`src/rtl/input_handshake_unit.sv`:
```
// Debounced confirm-button front end: latches the switches on an accepted press
// and hands exactly one value to a waiting input instruction.
module input_handshake_unit #(
    parameter int DEBOUNCE_CYCLES = 50000,
    parameter int COUNTER_WIDTH   = 16
) (
    input  logic        clock,
    input  logic        reset,
    input  logic        button,
    input  logic [17:0] switches,
    input  logic        input_request,
    output logic [31:0] input_data,
    output logic        input_valid,
    output logic        stall,
    output logic        waiting
);

    localparam logic [COUNTER_WIDTH-1:0] CNT_MAX = COUNTER_WIDTH'(DEBOUNCE_CYCLES - 1);

    typedef enum logic [1:0] {
        IDLE    = 2'd0,
        ARMED   = 2'd1,
        DELIVER = 2'd2,
        RELEASE = 2'd3
    } state_t;

    state_t                   state;
    state_t                   next_state;
    logic                     sync1;
    logic                     sync2;
    logic                     stable;
    logic [COUNTER_WIDTH-1:0] count;
    logic                     press_event;

    always_ff @(posedge clock) begin
        if (!reset) begin
            sync1 <= 1'b1;
            sync2 <= 1'b1;
        end else begin
            sync1 <= button;
            sync2 <= sync1;
        end
    end

    // Counter restarts whenever sync2 returns to the accepted level, so short glitches never land.
    always_ff @(posedge clock) begin
        if (!reset) begin
            stable <= 1'b1;
            count  <= '0;
        end else if (sync2 == stable) begin
            count <= '0;
        end else if (count == CNT_MAX) begin
            stable <= sync2;
            count  <= '0;
        end else begin
            count <= count + COUNTER_WIDTH'(1);
        end
    end

    assign press_event = stable && !sync2 && (count == CNT_MAX);

    always_ff @(posedge clock) begin
        if (!reset) begin
            state <= IDLE;
        end else begin
            state <= next_state;
        end
    end

    always_comb begin
        next_state  = state;
        input_valid = 1'b0;
        waiting     = 1'b0;
        stall       = input_request;
        case (state)
            IDLE: begin
                if (input_request) next_state = ARMED;
            end
            ARMED: begin
                waiting = 1'b1;
                // A press arriving with the abort still delivers.
                if (press_event)         next_state = DELIVER;
                else if (!input_request) next_state = IDLE;
            end
            DELIVER: begin
                input_valid = 1'b1;
                stall       = 1'b0;
                next_state  = RELEASE;
            end
            RELEASE: begin
                if (stable) next_state = IDLE;
            end
            default: next_state = IDLE;
        endcase
    end

    always_ff @(posedge clock) begin
        if (!reset) begin
            input_data <= '0;
        end else if (state == ARMED && press_event) begin
            input_data <= {14'b0, switches};
        end
    end

endmodule

```
`config.mk`:
```
export PLATFORM = sky130hd
export DESIGN_NAME = input_handshake_unit
export DESIGN_NICKNAME = d
export VERILOG_FILES = /design/src/rtl/input_handshake_unit.sv
export SDC_FILE = /design/constraint.sdc
export NUM_CORES = 1
export LEC_CHECK = 0
export CAP_MARGIN = 20
export CORE_MARGIN = 2
export CORE_UTILIZATION = 41
export DETAILED_ROUTE_END_ITERATION = 8
export GPL_ROUTABILITY_DRIVEN = 0
export PLACE_DENSITY = 0.84
export SLEW_MARGIN = 5
export SYNTH_ARGS = -nofsm -noshare
export SYNTH_HDL_FRONTEND = slang
export SYNTH_SLANG_ARGS = --single-unit
```
`constraint.sdc`:
```
create_clock -name clock -period 1.6 [get_ports clock]
set_input_delay 0.32 -clock clock [delete_from_list [all_inputs] [get_ports clock]]
set_output_delay 0.32 -clock clock [all_outputs]
set_load 0.005 [all_outputs]
```
==> results of run 1 <==
## where the power goes
group / internal (mW) / switching, mW / total (mW)
Combinational: 0.0688 / 0.0473 / 0.116
Sequential: 0.974 / 0.00320 / 0.977
Clock: 0.505 / 0.341 / 0.845
Total: 1.55 / 0.391 / 1.94
## layout make-up
cell class              count  area share
multi-input cells         143      0.3699
inverters                   5    0.007622
flip-flops and latches     39      0.3211
repair buffers             57      0.2282
well taps                  50     0.02541
clock buffers               6     0.03354
clock inverters             2     0.01423
## logic make-up after synthesis
family,synth area share
adders and majority gates,0.01404
xor gates and xnor gates,0.06882
buffers and inverters,0.1004
DFF,0.4382
and+or+nand+nor,0.2493
AOI/OAI and AO/OA,0.02598
other,0.002105
muxes,0.1011
## final timing paths
kind | startpoint | end | depth (start not counted) | slack, ps
max | count[4]$_SDFF_PP0_ | input_data[14]$_SDFFE_PN0P_ | 5 | 20
min | sync1$_SDFF_PN1_ | sync2$_SDFF_PN1_ | 1 | 430
max reg2reg | count[4]$_SDFF_PP0_ | input_data[14]$_SDFFE_PN0P_ | 5 | 20
min reg2reg | sync1$_SDFF_PN1_ | sync2$_SDFF_PN1_ | 1 | 430
## critical path: cells and delay by family, from the launching register on
kind | cells | cell delay (ps)
simple gates | 3 | 700
mux | 1 | 240
flops | 1 | 360
buf+inv | 1 | 210
## flip-flops by register name, indices dropped and copies added, names as in the netlist, named ones only
register    count
sync2           1
sync1           1
count          16
stable          1
state           1
input_data     18
## Yosys cell counts, types with 2 or more instances
| master | count |
|---|---|
| clkbuf_1 | 5 |
| nand3_1 | 5 |
| nor2b_1 | 4 |
| nor3_1 | 2 |
| ha_1 | 2 |
| mux2i_1 | 18 |
| nor4_1 | 6 |
| xor2_1 | 2 |
| nand2_1 | 40 |
| dfxtp_1 | 39 |
| nand4_1 | 5 |
| inv_1 | 5 |
| xnor2_1 | 12 |
| nor2_1 | 18 |
| o21a_1 | 2 |
| nand2b_1 | 2 |
| buf_4 | 14 |
## repair_timing
action                                  4_1_cts  5_1_grt
gates resized for setup                      10        8
setup buffers                                 0        2
cloned                                        0        0
endpoints found under the setup margin        6       19
## cells in the final DEF (no fill, tap or decap), types with 2 or more instances in the layout
cell and instances:
nand2_1 40, clkdlybuf4s50_1 39, dfxtp_1 33, nor2_1 18
mux2i_1 17, conb_1 14, xnor2_1 12, buf_4 11
clkbuf_8 6, inv_1 5, nand4_1 5, nand3_1 5
nor4_1 5, dfxtp_2 5, nor2b_1 3, dlygate4sd2_1 3
xor2_1 2, o21a_1 2, nand2b_1 2, nor3_1 2
buf_12 2, buf_6 2
## routing by layer
| metal | vias up | share of wire | routed length [um] |
|---|---|---|---|
| li1 | 729 | - | - |
| met1 | 680 | 0.43 | 1657 |
| met2 | 46 | 0.51 | 1966 |
| met3 | 7 | 0.042 | 163 |
| met4 | 0 | 0.021 | 81 |
| met5 | - | 0 | 0 |
==> flow_summary.toml, run 1 <==
[status]
status = "finished, final reports clean"

[drt]
drc = 0
viasPerCell = 4.841
post_drt_wl_per_cell_um = 12.81
vias = 1462
wl_um = 3869
drt-initial-drc-count = 42
dr.pass1.iters = 4
ant_nets = 0

[synth]
synth-main-ff-cell = "dfxtp_1"
synth_edf_count = 0
ys_async_sr_fraction = 0
ys_types = 32
synth_area_leader_cell = "dfxtp_1"
yosysTopAreaCellShare = 0.4382
synth.cell_area_sq_um = 1782
synth_seq_cells = 39
syn_area_per_cell_sq_um = 9.090
syn_inst = 196
yosysWarningCount = 0
synthTopCellsByArea = "dfxtp_1, mux2i_1, nand2_1, buf_4, xnor2_1"
yosysSeqAreaShare = 0.4382

[critical_path]
critPathCaptureType = "register"
path_cells = "nor4b_4 -> nand4_4 -> nor3_4 -> buf_6 -> mux2i_1"
slowest_stage = "nor4b_4"
critPathMaxFanout = 11
crit_type = "reg -> reg"
worstSetupStartpointType = "register"
cpPeakStageDelay_ps = 370
required_ps = 1810
worstPathArrival_ps = 1790

[layout]
final_cell_area_sq_um = 2462
multi_input_area_sq_um = 910.9
nets = 275
areaGrowthSynthToFinish_pct = 38.20
diodes = 0
drive_gt1_frac = 0.1548
nFillCells = 362
regArea_sq_um = 790.8
postLayoutCoreUtil = 0.6026
stdcell_count = 302

[clock_network]
hold_buffers = 0
clk_path_buf_depth = 2
tritoncts = "done"
cts.reportedPaths.clkPinSlew_ps = 80
ctsHtreeMaxLevel = 2
root_buffer = "clkbuf_8"
cts_made_buffers = 5
clk_latency_ps = 290
clock_sinks = 39

[place]
place_inst = 292
placed_area_sq_um = 2287
dp_hpwl_um = 2797
portBuffers = 42
post-place-ws_ps = -136.0

[power_and_ir_drop]
peakVddDrop_mv = 0.4617
leakagePower_nw = 0.8837
power_density_nw_per_um2 = 787.2
design_power_total_mw = 1.938

[job]
drv_cap = 0

[die]
floorplan.initialDensity = 0.4360
die_h_um = 69.92
rows = 23
coreArea_sq_um = 4086
die_w_um = 69.92
die-area_sq_um = 4889
boundaryPins = 57

[global_route]
use_met3 = 0.04762
antenna_found_initial = 0
grt_max_degree = 25
grt_use_met2 = 0.2677
track_usage = 0.1629
grt_pass1_wl_um = 6375
grt_remaining_overflow = 0
grt_busiest_layer = "met2"
grtUsageMet1 = 0.1957
first_global_vias = 1398

[timing]
post-route-min-period_ps = 1579
rsz0062_at_grt = "true"
min_period_over_period = 0.9868
timing.setup.tns_ps = 0
slew_viol_final = 0
hold_slack_ps = 429.2
clock_skew_ps = 6.531
max_freq_mhz = 633.4
setup_viol = 0
hold_viol_final = 0
worst_slack_ps = 21.17

[worst_hold_path]
holdCritPathClass = "reg -> reg"
Note: power is estimated with default switching activity, not from simulation.
==> run 2, diff against run 1 <==
CORE_UTILIZATION = 46   (was 41)
PLACE_DENSITY = 0.89   (was 0.84)
clock period = 1.7 ns   (was 1.6 ns; I/O delays follow)
==> run 2 against run 1 <==
Effect of this change: the run now ends with negative setup slack left; largest cell class unchanged; combinational power down 6%; clock power down 9.0%; clock-buffer cell count down 1; critical path depth unchanged; critical endpoint is now input_data[16]$_SDFFE_PN0P_; design area up 1.1%; sequential power down 6.3%; sequential share of layout area down 0.054 points; clock skew up 2.7 ps.
==> flow_summary.toml, run 2 (synthesis gave the netlist of run 1 again) <==
[clock_network]
clk_latency_ps = 300
clock_sinks = 39
clk_path_buf_depth = 2
root_buffer = "clkbuf_8"
cts.reportedPaths.clkPinSlew_ps = 80
cts_made_buffers = 5
tritoncts = "done"
ctsHtreeMaxLevel = 2

[drt]
vias = 1438
wl_um = 3865
viasPerCell = 4.826
ant_nets = 0
dr.pass1.iters = 4
drt-initial-drc-count = 45
post_drt_wl_per_cell_um = 12.97
drc = 0

[die]
die-area_sq_um = 4387
floorplan.initialDensity = 0.4830
die_h_um = 66.24
die_w_um = 66.24
coreArea_sq_um = 3689
boundaryPins = 57
rows = 22

[status]
violations = "negative setup slack"
status = "complete, but fails checks"

[critical_path]
worstPathArrival_ps = 1960
required_ps = 1930
worstSetupStartpointType = "register"
critPathCaptureType = "register"
critPathMaxFanout = 9
crit_type = "reg -> reg"

[layout]
final_cell_mix = "nand2_1, clkdlybuf4s50_1, dfxtp_1"
top_register = "input_data"
layout_commonest_cell = "nand2_1"
reg.largest.list = "input_data: 18 flops, count: 16 flops"
drive_gt1_frac = 0.1520
areaGrowthSynthToFinish_pct = 39.75
largest_register_ff_count = 18
nets = 273
diodes = 0

[global_route]
grt_pass1_wl_um = 5575
track_usage = 0.1676
first_global_vias = 1307
grt_max_degree = 24
antenna_found_initial = 0
grt_remaining_overflow = 0

[job]
drv_cap = 0

[timing]
rsz0062_at_grt = "true"
clock_skew_ps = 9.210
setup_viol = 10
timing.setup.tns_ps = -202.4
max_freq_mhz = 575.3
min_period_over_period = 1.022
worst_slack_ps = -38.13
slew_viol_final = 0
post-route-min-period_ps = 1738
hold_viol_final = 0

[place]
portBuffers = 42
dp_hpwl_um = 2540
post-place-ws_ps = -82.78

[power_and_ir_drop]
power_density_nw_per_um2 = 720.0
leakagePower_nw = 0.9042
peakVddDrop_mv = 0.4331
design_power_total_mw = 1.793

[worst_hold_path]
holdCritPathClass = "reg -> reg"
==> run 2: changes by cell type in the layout (fill, tap and decap cells not counted), moves of 2 or more <==
cell / previous run / this run
dlygate4sd2_1: 3 / 1
clkbuf_16: 0 / 2
dfxtp_1: 33 / 31
buf_4: 11 / 8
dlymetal6s2s_1: 0 / 2
dfxtp_4: 1 / 3
buf_6: 2 / 0
==> run 2: through the flow <==
| step | hold slack [ps] | utilization | cells | instance area (sq um) |
|---|---|---|---|---|
| after CTS | 422.2 | 0.6431 | 293 | 2372 |
| final | 416.3 | 0.6750 | 298 | 2490 |
| after global routing | 437.8 | 0.6750 | 298 | 2490 |
| after detailed placement | 403.2 | 0.6113 | 285 | 2255 |
| after global placement | 394.0 | 0.6113 | 285 | 2255 |
| after floorplan | 386.3 | - | 209 | 1831 |
==> run 2: critical path, cell delays in order, from the launching register on <==
cell and delay (ps):
dfxtp_1 360, and4bb_2 370, nand4_4 120, nor3_4 380, clkbuf_16 240, mux2i_1 190
==> run 2: report_power, final <==
| group | leakage (nW) | switching (mW) | internal [mW] | total [mW] |
|---|---|---|---|---|
| Combinational | 0.527 | 0.0436 | 0.0652 | 0.109 |
| Clock | 0.0581 | 0.332 | 0.437 | 0.769 |
| Sequential | 0.320 | 0.00265 | 0.912 | 0.915 |
| Total | 0.904 | 0.379 | 1.41 | 1.79 |
==> run 2: final cells by class <==
class                           count  area [sq um]
Fill cell                         313          1199
Multi-Input combinational cell    143         905.9
Sequential cell                    39         798.3
Clock buffer                        5         68.82
Tap cell                           48         60.06
Timing Repair Buffer               55         594.3
Clock inverter                      3         43.79
Inverter                            5         18.77
==> run 2: worst paths after layout <==
path | startpoint | endpoint | slack (ps) | cells past startpoint
hold / removal | sync1$_SDFF_PN1_ | sync2$_SDFF_PN1_ | 420 | 1
setup / recovery | count[10]$_SDFF_PP0_ | input_data[16]$_SDFFE_PN0P_ | -40 | 5
setup reg to reg | count[10]$_SDFF_PP0_ | input_data[16]$_SDFFE_PN0P_ | -40 | 5
hold reg to reg | sync1$_SDFF_PN1_ | sync2$_SDFF_PN1_ | 420 | 1
==> run 2: timing repair <==
item,in CTS,in global routing
hold buffers,0,0
resized for setup,4,16
gates cloned,0,2
pin swaps,0,4
buffers inserted,0,3
setup endpoints to repair,2,20
==> run 2: routing by layer <==
layer | vias up | part of all wire | global-route usage | wire, um
met3 | 13 | 0.061 | 0.05622 | 234
met1 | 644 | 0.42 | 0.1878 | 1617
li1 | 729 | - | - | -
met4 | 0 | 0.022 | 0.07653 | 84
met2 | 52 | 0.50 | 0.2850 | 1928
met5 | - | 0 | 0 | 0
==> run 3, diff against run 2 <==
CORE_UTILIZATION = 49   (was 46)
PLACE_DENSITY = 0.93   (was 0.89)
clock period = 2 ns   (was 1.7 ns; I/O delays follow)
==> run 3 against run 2 <==
Effect of this change: the flow now finishes without violations; critical path depth decreased by 2; combinational power down 18%; sequential power is 15% lower; design area shrank 9.3%; core utilization decreased by 1.4 points; sequential cell count unchanged; total power fell by 30%; non-clock buffer count decreased by 10; clock skew increased by 3.7 ps; via count is 4.2% lower.
==> flow_summary.toml, run 3 (synthesis gave the netlist of run 1 again) <==
[global_route]
first_global_vias = 1275
grt_pass1_wl_um = 5485
grt_remaining_overflow = 0
grt_max_degree = 38
track_usage = 0.1738
antenna_found_initial = 0

[status]
status = "finished, final reports clean"

[drt]
viasPerCell = 4.815
drc = 0
wl_um = 3273
vias = 1377
dr.pass1.iters = 4
ant_nets = 0
drt-initial-drc-count = 70
post_drt_wl_per_cell_um = 11.44

[timing]
setup_viol = 0
slew_viol_final = 0
hold_viol_final = 0
worst_slack_ps = 78.54
rsz0062_at_grt = "false"
max_freq_mhz = 520.4
post-route-min-period_ps = 1921
min_period_over_period = 0.9607
timing.setup.tns_ps = 0
hold_slack_ps = 418.6
clock_skew_ps = 12.96

[clock_network]
root_buffer = "clkbuf_4"
clk_latency_ps = 350
cts.reportedPaths.clkPinSlew_ps = 110
cts_made_buffers = 5
clock_sinks = 39
ctsHtreeMaxLevel = 2
post-cts-setup-buffer-count = 0
clk_path_buf_depth = 2
cts-resized-gates = 0
hold_buffers = 0
tritoncts = "done"

[layout]
nFillCells = 266
final_cell_mix = "clkdlybuf4s50_1, nand2_1, dfxtp_1"
diodes = 0
final_cell_area_sq_um = 2257
layout_commonest_cell = "clkdlybuf4s50_1"
reg.largest.list = "input_data: 18 flops, count: 16 flops"
nets = 263
regArea_sq_um = 782.0
drive_gt1_frac = 0.06667
largest_register_ff_count = 18
postLayoutCoreUtil = 0.6608
multi_input_area_sq_um = 877.1
stdcell_count = 286
areaGrowthSynthToFinish_pct = 26.69
top_register = "input_data"

[worst_hold_path]
worstHoldEndpoint = "sync2$_SDFF_PN1_"
hold_start = "sync1$_SDFF_PN1_"
worstHoldPathCells = 1
holdCritPathClass = "reg -> reg"

[critical_path]
crit_type = "in -> out"
worstSetupStartpointType = "primary input"
required_ps = 1600
worstReg2RegEnd = "input_data[14]$_SDFFE_PN0P_"
worstPathArrival_ps = 1520
path_cells = "clkdlybuf4s50_1 -> nor2b_1 -> clkdlybuf4s50_1"
cpPeakStageDelay_ps = 500
path_common_cell = "clkdlybuf4s50_1"
critPathCaptureType = "primary output"
critPathMaxFanout = 2
r2r-start = "count[0]$_SDFF_PP0_"
ff2ff_setup_slack_ps = 270
r2r_cells = 6
slowest_stage = "clkdlybuf4s50_1"

[power_and_ir_drop]
power_density_nw_per_um2 = 556.7
pwr-share-seq = 0.622
p_sw_frac = 0.2292
leakagePower_nw = 0.7645
power_frac_clock = 0.307
power.internal_mw = 0.9686
comb_power_share = 0.071
design_power_total_mw = 1.257
switchingPower_mw = 0.2880
peakVddDrop_mv = 0.4961

[job]
drv_cap = 0

[die]
rows = 21
die_h_um = 64.30
boundaryPins = 57
coreArea_sq_um = 3416
die_w_um = 64.30
floorplan.initialDensity = 0.5216
die-area_sq_um = 4134

[place]
placed_area_sq_um = 2202
dp_hpwl_um = 2429
portBuffers = 42
place_inst = 278
post-place-ws_ps = 78.25
run 3: power groups by stage:
| stage | Combinational, mW | Sequential, mW | Clock (mW) |
|---|---|---|---|
| after floorplan | 0.0548 | 0.799 | 0 |
| after global placement | 0.0863 | 0.799 | 0 |
| after detailed placement | 0.0889 | 0.799 | 0 |
| after CTS | 0.0894 | 0.782 | 0.402 |
| after global routing | 0.0984 | 0.783 | 0.435 |
| final | 0.0892 | 0.782 | 0.386 |
run 3: worst max-delay path: cells and delay by family:
| family | cells | cell delay [ps] |
|---|---|---|
| buffers and inverters | 2 | 980 |
| and+or+nand+nor | 1 | 140 |
run 3: metal layers:
| layer | vias to the layer above | wire (um) | global-route usage |
|---|---|---|---|
| li1 | 705 | - | - |
| met1 | 616 | 1387 | 0.1960 |
| met2 | 50 | 1603 | 0.2878 |
| met3 | 6 | 188 | 0.05810 |
| met4 | 0 | 93 | 0.09574 |
| met5 | - | 0 | 0 |
run 3: how the worst max path moves through the flow:
stage / endpoint / cells past startpoint / startpoint / slack (ps)
5_1_grt: stall / 3 / input_request / 40
3_3_place_gp: stall / 3 / input_request / 120
4_1_cts: input_valid / 2 / register / 70
2_1_floorplan: input_data[0]$_SDFFE_PN0P_ / 7 / count[0]$_SDFF_PP0_ / 400
6_report: stall / 3 / input_request / 80
3_5_place_dp: stall / 3 / input_request / 80
run 3: layout make-up:
class,count,share of cell area
timing repair buffer,45,0.2073
clock inverter,2,0.005543
multi-input combinational,143,0.3886
inverter,5,0.008315
tap,46,0.02550
sequential,39,0.3465
clock buffer,6,0.01829
==> patch, RTL diff (config.mk and constraints of run 2) <==
Add an input register stage for `button` and `switches`; this delays them by one clock. The other inputs are not delayed to match.
--- a/src/rtl/input_handshake_unit.sv
+++ b/src/rtl/input_handshake_unit.sv
@@ -24,6 +24,14 @@
         RELEASE = 2'd3
     } state_t;
 
+    logic button_q;
+    logic [17:0] switches_q;
+
+    always_ff @(posedge clock) begin
+        button_q   <= button;
+        switches_q <= switches;
+    end
+
     state_t                   state;
     state_t                   next_state;
     logic                     sync1;
@@ -37,7 +45,7 @@
             sync1 <= 1'b1;
             sync2 <= 1'b1;
         end else begin
-            sync1 <= button;
+            sync1 <= button_q;
             sync2 <= sync1;
         end
     end
@@ -98,7 +106,7 @@
         if (!reset) begin
             input_data <= '0;
         end else if (state == ARMED && press_event) begin
-            input_data <= {14'b0, switches};
+            input_data <= {14'b0, switches_q};
         end
     end
 
Behaviour: no difference found for any inputs over 10 cycles, from zero or initial values and one cycle with reset low; that may be too few to reach the edited logic, so the function may still have changed.
==> patch against run 2 <==
Largest power group is now clock; critical path depth down 1; the run still ends with negative setup slack left; worst setup slack lost 0.26 ns; wire length up 35%; synthesized area is 22% higher; die area grew 20%; highest routed layer unchanged; final area is 26% higher; sequential cell count rose by 19; power grew 80%; maximum frequency down 13%.
==> patch: results (changes against run 2) <==
| Metric | Value |
|---|---|
| Peak fanout along the critical path | `4 (was 9)` |
| Reg power frac | `43.2% (was 51.0%)` |
| Fraction of layout cells with a size suffix above 1 | `20.95% (was 15.20%)` |
| Gate power share | `3.2% (was 6.1%)` |
| Synth area leaders | `dfxtp_1, a21boi_0, nand4_1, xnor2_1, buf_4 (was dfxtp_1, mux2i_1, nand2_1, buf_4, xnor2_1)` |
| WHS | `0.4273 ns (was 0.4163 ns)` |
| WHS Endpoint | `sync1 (was sync2)` |
| Worst Hold Launch | `button_q (was sync1)` |
| # resized after CTS | `17 (was 4)` |
| FF-to-FF Start | `count[13] (was count[10])` |
| Register area share after synthesis | `53.58% (was 43.82%)` |
| Drt wl/cell | `15.05 um (was 12.97 um)` |
| DR iter-0 viols | `110 (was 45)` |
| H-Tree Depth | `3 (was 2)` |
| Worst reg2reg path depth | `4 (was 5)` |
| Switching share of power | `19.01% (was 21.12%)` |
| Met2 usage | `36.16% (was 28.50%)` |
| Area share of the largest cell type after synthesis | `53.58% (was 43.82%)` |
| Multiplexer area fraction after synthesis | `0% (was 10.11%)` |
| Post-CTS setup buffer count | `1 (was 0)` |
| Synth Area in Adders | `1.155% (was 1.404%)` |
| Final worst slack | `-0.2970 ns (was -0.03813 ns)` |
| Leakage power | `1.148 nW (was 0.9042 nW)` |
| Final std cell area, no fill | `3136 um^2 (was 2490 um^2)` |
| Status | `finished with violations (unchanged)` |
| M3 GR Usage | `6.630% (was 5.622%)` |
| Compound-Gate Fraction of Synth Area | `12.12% (was 2.598%)` |
| Final setup violation count | `38 (was 10)` |
| Failing checks | `negative setup slack (unchanged)` |
| RR Endpoint | `stable (was input_data[16])` |
| Cts bufs inserted | `9 (was 5)` |
| Max VDD drop | `0.8037 mV (was 0.4331 mV)` |
| Post-detail-place hpwl | `3.380 mm (was 2.540 mm)` |
| First-pass GRT wire length | `8.473 mm (was 5.575 mm)` |
| Max incr delay on CP | `0.56 ns (was 0.38 ns)` |
## patch: cell count changes after synthesis, sizes merged, moves of 2 or more
cell    change
dfxtp      +19
nor2        +5
and4bb      -2
a21boi     +18
nand2      -36
nand4      +15
mux2i      -18
o21ai      +18
clkbuf      +3
## patch: how the worst max path moves through the flow
stage,endpoint
2_1_floorplan,stable
6_report,stable
3_3_place_gp,stable
3_5_place_dp,input_data[15]
5_1_grt,stable
4_1_cts,stable
## patch: area by class of cell
type | instances | share of cell area (%)
flip-flops and latches | 58 | 37.23
clock buffers | 10 | 4.389
multi-input cells | 145 | 29.77
clock inverters | 6 | 4.350
well taps | 52 | 2.075
repair buffers | 72 | 21.59
inverters | 5 | 0.5986
## patch: worst max-delay path: cells and delay by family, from the launching register on
family / cells / cell delay (ns)
compound gates: 1 / 0.17
simple gates: 3 / 1.40
flops: 1 / 0.32
## patch: layer usage
layer / vias up / wire length, um
met5: - / 0
li1: 884 / -
met2: 74 / 2697
met4: 0 / 185
met3: 19 / 304
met1: 889 / 2049
